<file path="src/rtl/fft_bfly_pipe.sv">
// Pipelined radix-2 DIF butterfly: sum = a+b exact, prod = (b-a)*W (or conj(W)) rounded half-up and saturated.
// Three register stages with a shared stall; a sticky ovf flag records any saturated product.
module fft_bfly_pipe #(
    parameter int DW   = 16,
    parameter int CW   = 16,
    parameter int FRAC = 15,
    localparam int OW  = DW + 1
) (
    input  logic                 clk,
    input  logic                 rst,
    input  logic                 in_valid,
    output logic                 in_ready,
    input  logic                 inv,
    input  logic signed [DW-1:0] real_a,
    input  logic signed [DW-1:0] imag_a,
    input  logic signed [DW-1:0] real_b,
    input  logic signed [DW-1:0] imag_b,
    input  logic signed [CW-1:0] real_w,
    input  logic signed [CW-1:0] imag_w,
    output logic                 out_valid,
    input  logic                 out_ready,
    output logic signed [OW-1:0] real_sum,
    output logic signed [OW-1:0] imag_sum,
    output logic signed [OW-1:0] real_prod,
    output logic signed [OW-1:0] imag_prod,
    output logic                 ovf,
    input  logic                 clr_ovf
);

    localparam int PW = OW + CW;
    localparam int AW = OW + CW + 1;

    localparam logic signed [AW-1:0] RND_C   = {{(AW-1){1'b0}}, 1'b1} << (FRAC - 1);
    localparam logic signed [AW-1:0] SAT_MAX = {{(AW-OW+1){1'b0}}, {(OW-1){1'b1}}};
    localparam logic signed [AW-1:0] SAT_MIN = {{(AW-OW+1){1'b1}}, {(OW-1){1'b0}}};
    localparam logic [OW-1:0]        OUT_MAX = {1'b0, {(OW-1){1'b1}}};
    localparam logic [OW-1:0]        OUT_MIN = {1'b1, {(OW-1){1'b0}}};

    // Returns {clamped, value}: add half an LSB, arithmetic shift, then clamp to OW bits.
    function automatic logic [OW:0] rnd_sat(input logic signed [AW-1:0] acc);
        logic signed [AW-1:0] rnd_v;
        logic signed [AW-1:0] shf_v;
        rnd_v = acc + RND_C;
        shf_v = rnd_v >>> FRAC;
        if (shf_v > SAT_MAX) begin
            rnd_sat = {1'b1, OUT_MAX};
        end else if (shf_v < SAT_MIN) begin
            rnd_sat = {1'b1, OUT_MIN};
        end else begin
            rnd_sat = {1'b0, shf_v[OW-1:0]};
        end
    endfunction

    logic                 en_s;
    logic                 v1_r, v2_r, v3_r;
    logic                 inv1_r, inv2_r;
    logic signed [OW-1:0] sum_re1_r, sum_im1_r, x_re1_r, x_im1_r;
    logic signed [CW-1:0] w_re1_r, w_im1_r;
    logic signed [OW-1:0] sum_re2_r, sum_im2_r;
    logic signed [PW-1:0] p_rr2_r, p_ii2_r, p_ri2_r, p_ir2_r;
    logic signed [AW-1:0] acc_re_s, acc_im_s;
    logic [OW:0]          res_re_s, res_im_s;
    logic                 clamp_s;

    // Stall only when the output register is full and not being drained.
    assign en_s      = out_ready | ~v3_r;
    assign in_ready  = en_s;
    assign out_valid = v3_r;

    // Combine the four partial products for the selected direction, then round and saturate.
    always_comb begin
        acc_re_s = '0;
        acc_im_s = '0;
        if (inv2_r) begin
            acc_re_s = AW'(p_rr2_r) + AW'(p_ii2_r);
            acc_im_s = AW'(p_ir2_r) - AW'(p_ri2_r);
        end else begin
            acc_re_s = AW'(p_rr2_r) - AW'(p_ii2_r);
            acc_im_s = AW'(p_ri2_r) + AW'(p_ir2_r);
        end
        res_re_s = rnd_sat(acc_re_s);
        res_im_s = rnd_sat(acc_im_s);
        clamp_s  = res_re_s[OW] | res_im_s[OW];
    end

    // Three-stage pipeline with common enable, plus the sticky overflow flag.
    always_ff @(posedge clk) begin
        if (rst) begin
            v1_r      <= 1'b0;
            v2_r      <= 1'b0;
            v3_r      <= 1'b0;
            inv1_r    <= 1'b0;
            inv2_r    <= 1'b0;
            sum_re1_r <= '0;
            sum_im1_r <= '0;
            x_re1_r   <= '0;
            x_im1_r   <= '0;
            w_re1_r   <= '0;
            w_im1_r   <= '0;
            sum_re2_r <= '0;
            sum_im2_r <= '0;
            p_rr2_r   <= '0;
            p_ii2_r   <= '0;
            p_ri2_r   <= '0;
            p_ir2_r   <= '0;
            real_sum  <= '0;
            imag_sum  <= '0;
            real_prod <= '0;
            imag_prod <= '0;
            ovf       <= 1'b0;
        end else begin
            if (en_s) begin
                v1_r      <= in_valid;
                inv1_r    <= inv;
                sum_re1_r <= OW'(real_b) + OW'(real_a);
                sum_im1_r <= OW'(imag_b) + OW'(imag_a);
                x_re1_r   <= OW'(real_b) - OW'(real_a);
                x_im1_r   <= OW'(imag_b) - OW'(imag_a);
                w_re1_r   <= real_w;
                w_im1_r   <= imag_w;

                v2_r      <= v1_r;
                inv2_r    <= inv1_r;
                sum_re2_r <= sum_re1_r;
                sum_im2_r <= sum_im1_r;
                p_rr2_r   <= PW'(x_re1_r) * PW'(w_re1_r);
                p_ii2_r   <= PW'(x_im1_r) * PW'(w_im1_r);
                p_ri2_r   <= PW'(x_re1_r) * PW'(w_im1_r);
                p_ir2_r   <= PW'(x_im1_r) * PW'(w_re1_r);

                v3_r      <= v2_r;
                real_sum  <= sum_re2_r;
                imag_sum  <= sum_im2_r;
                real_prod <= res_re_s[OW-1:0];
                imag_prod <= res_im_s[OW-1:0];
            end else begin
                v1_r <= v1_r;
            end
            // A clamped sample entering the output register beats a simultaneous clear.
            if (en_s && v2_r && clamp_s) begin
                ovf <= 1'b1;
            end else if (clr_ovf) begin
                ovf <= 1'b0;
            end else begin
                ovf <= ovf;
            end
        end
    end

endmodule

</file>
<file path="config.mk">
export PLATFORM = sky130hd
export DESIGN_NAME = fft_bfly_pipe
export DESIGN_NICKNAME = d
export VERILOG_FILES = /design/src/rtl/fft_bfly_pipe.sv
export SDC_FILE = /design/constraint.sdc
export NUM_CORES = 2
export LEC_CHECK = 0
export CAP_MARGIN = 20
export CORE_ASPECT_RATIO = 1.25
export CORE_MARGIN = 1
export CORE_UTILIZATION = 50
export DETAILED_ROUTE_END_ITERATION = 7
export PLACE_DENSITY = 0.74
export SYNTH_ARGS = -nofsm -noshare
export SYNTH_HDL_FRONTEND = slang
export SYNTH_SLANG_ARGS = --single-unit
</file>
<file path="constraint.sdc">
create_clock -name clk -period 7.6 [get_ports clk]
set_input_delay 0.76 -clock clk [delete_from_list [all_inputs] [get_ports clk]]
set_output_delay 0.76 -clock clk [all_outputs]
set_load 0.01 [all_outputs]
</file>
==> impl_metrics.yaml <==
synthesis:
  synth_top_flop_cell: "dfxtp_1"
  ys_seq_elements: 338
  syn_area_per_cell_sq_um: 8.60
  synth_edf_count: 0
  ys_warn_count: 0
  syn_nets: 8723
  netlist_area_sq_mm: 0.0606
  yosysUniqueCellTypes: 104
  seq_area_frac_synth_pct: 11.2
  syn_inst: 7045
  postSynth.asyncResetShare_pct: 0
global_routing:
  first_global_vias: 50200
  grt_overflow: 0
  grt_max_degree: 183
  antenna_found_initial: 6
  grt_pass1_wl_microns: 275000
  grtUsageTotal_pct: 28.9
pwr:
  p_leak_nw: 29.6
  ir_drop_v: 0.000201
  combPwrFrac_pct: 75.5
  p_per_area_mw_per_mm2: 302
  clkPwrFrac_pct: 10.4
  p_switching_mw: 10.4
  swShare_pct: 52.5
  p_seq_share_pct: 14.1
  p_int_mw: 9.42
min_path:
  min-delay-path-class: "reg -> reg"
  whs_endpoint: "p_ir2_r[0]"
  hp-start: "p_ir2_r[0]"
  hold_depth: 2
worst_setup_path:
  reg2reg_to: "p_ir2_r[32]"
  reg2reg_depth: 24
  cp_num_buf_inv: 3
  slowest_stage: "dfxtp_1"
  ff2ff_setup_slack_ns: 0.35
  endpoint_kind: "flop"
  rr_startpoint: "w_re1_r[11]"
  path_max_fanout: 22
  critPathMostFrequentCell: "a21o_1"
  crit_path_max_incr_delay_ns: 1.08
  crit_arrival_ns: 7.76
  cp-start-kind: "flop"
  critical_path_class: "reg -> reg"
  crit_family: "adder cells"
  worstPathRequired_ns: 8.11
  crit_chain: "buf_4 > and2_1 > fa_1 > inv_1 > fa_1 > fa_1 > fa_1 > fa_1 > inv_1 > fa_1 > ha_1 > a21o_1 > a21o_1 > a21o_1 > a21o_1 > a21o_1 > a21o_1 > a21oi_1 > o21ai_0 > a21o_1 > a31oi_1 > o221ai_1 > xnor2_1 > a22o_1"
timing:
  setup_viol: 0
  tns_ns: 0
  fmax_ghz: 0.138
  finalCritPeriodShare_pct: 95.3
  min_period_ns: 7.25
  worstMarginPinSlew_ns: 1.18
  max_slew_margin_pct: 21.1
  skew_ns: 0.0406
  hold_viol: 0
  final_max_slew_viol_count: 0
  rsz0062_at_grt: "true"
final_layout:
  final_util_pct: 54.7
  nets: 8734
  final_common_cell: "inv_1"
  syn2layout_area_growth_pct: 8.36
  mostFrequentLayoutCells: "inv_1 (1296), nand2_1 (1128), fa_1 (1108)"
  drive_above_1_share_pct: 4.59
placed_design:
  port_buffers: 172
  hpwl_microns: 141000
  place_congestion: 0.996
cts:
  htree_levels: 2
  clock_path_buffers: 3
  numCtsBuffers: 39
  root_buffer: "clkbuf_16"
  clock_latency_ns: 0.63
  cts_hold_buf: 0
  cts_tree: "done"
  cts_sinks: 338
  clkSlewWorstSetupHoldPaths_ns: 0.07
run_status:
  status: "finished, final reports clean"
die:
  die_width_microns: 313
  start_util_pct: 50.5
  pin_count: 173
  core_sq_mm: 0.120
  die_area_sq_mm: 0.123
  rows: 142
  die_h_microns: 391
route:
  via_per_inst: 5.56
  drcViolationCount: 0
  wl_per_cell_microns: 20.1
  final_antenna_net_count: 0
  num_vias: 48200
  drtIter0Drc: 3678
  first_pass_iters: 5
  drt_wl_total_microns: 174000
run:
  drv_cap: 0
[how the worst max path moves through the flow]
stage                            from     endpoint  slack [ns]  depth (start not counted)
after detailed placement   w_re1_r[1]  p_rr2_r[31]        0.24                         24
after CTS                  w_re1_r[1]  p_rr2_r[31]        0.20                         24
after global routing       w_re1_r[1]  p_ir2_r[32]       -0.01                         25
after global placement     w_re1_r[1]  p_rr2_r[31]        0.32                         24
final                     w_re1_r[11]  p_ir2_r[32]        0.35                         24
after floorplan            w_re1_r[1]  p_rr2_r[31]        0.60                         26
[cell type report]
class / instances / area, sq um
antenna: 5 / 12.5
clock buffer: 46 / 1030
clock inverter: 26 / 332
fill: 10900 / 54300
inverter: 1297 / 4880
multi-input combinational: 5049 / 47600
sequential: 338 / 6770
tap: 1584 / 1980
timing repair buffer: 331 / 3050
[per-stage QoR]
step	hold WS, ns	total power, mW	instance area [sq um]	std cells	worst slack [ns]
CTS	0.453	19.7	65600	8671	0.196
global route	0.463	21.5	65600	8675	-0.0111
detailed placement	0.443	17.6	64200	8599	0.235
global placement	0.436	17.3	64200	8598	0.317
finish	0.451	19.8	65600	8676	0.354
floorplan	0.427	13.3	60600	7045	0.603
[per-layer routing]
metal | track usage [%] | vias up | wire length [microns]
li1 | - | 21800 | -
met1 | 35.2 | 24200 | 65900
met2 | 49.1 | 1755 | 84100
met3 | 3.66 | 455 | 11900
met4 | 17.2 | 2 | 12100
met5 | 0 | - | 13
[sequential cells by signal (all words and copies together) (netlist names), 17 cells and up]
signal,cells
imag_prod,17
imag_sum,17
p_ii2_r,33
p_ir2_r,33
p_ri2_r,33
p_rr2_r,33
real_prod,17
real_sum,17
sum_im1_r,17
sum_im2_r,17
sum_re1_r,17
sum_re2_r,17
[synthesized netlist by cell type, types with 7 or more instances]
cell type  number  share of area, %
or3b_2          8              0.12
or3_1          39              0.40
mux2i_1        11              0.18
and4_1         10              0.14
a22o_1         29              0.42
xor2_1         79               1.1
a311oi_1       16              0.23
o21ai_1         8             0.066
nor3b_1        11              0.14
a211oi_1       75              0.93
nand2b_1       83              0.86
inv_1        1296               8.0
or4_1          11              0.14
and2_1        432               4.5
buf_1           8             0.050
nand3_1        73              0.60
a21oi_1       421               3.5
nand4_1        15              0.15
a211oi_2       13              0.27
or2_2           9             0.093
o21a_1         26              0.32
o21bai_1       20              0.25
a31oi_1        27              0.28
xnor2_1       206               3.0
o41ai_1         8              0.12
dfxtp_1       338                11
o21ai_0        97              0.80
nand2_1      1128               7.0
o211ai_1       14              0.17
o31ai_1        11              0.14
nor2b_1        32              0.33
ha_1          468               9.7
clkbuf_1      340               2.1
fa_1         1108                37
o2111ai_1       7              0.10
nor4_1         11              0.11
a21o_1         98               1.2
buf_2           9             0.074
nor3_1         59              0.49
and3_1         25              0.26
nor2_1        232               1.4
o211a_1         7              0.12
[logic make-up after synthesis]
logic type / Yosys count / share of synthesized area, %
simple gates: 2220 / 17.5
mux: 12 / 0.200
compound gates: 954 / 10.3
fa+ha+maj: 1576 / 46.3
xor+xnor: 287 / 4.19
flops: 338 / 11.2
buf+inv: 1658 / 10.3
[power groups by stage]
| stage | Combinational [mW] | Clock, mW | Sequential, mW |
|---|---|---|---|
| after CTS | 14.9 | 2.10 | 2.77 |
| final | 15.0 | 2.07 | 2.80 |
| after floorplan | 10.8 | 0 | 2.52 |
| after global placement | 14.5 | 0 | 2.79 |
| after detailed placement | 14.7 | 0 | 2.81 |
| after global routing | 16.6 | 2.16 | 2.82 |
[worst min-delay path: cells and delay by family (launching register included)]
family,cells,cell delay [ns]
simple gates,1,0.05
flops,1,0.31
compound gates,1,0.05
[timing repair]
action	CTS	global route
setup buffers	0	0
gates resized for setup	0	6
setup endpoints to repair	0	8
(Power assumes the default switching activity.)
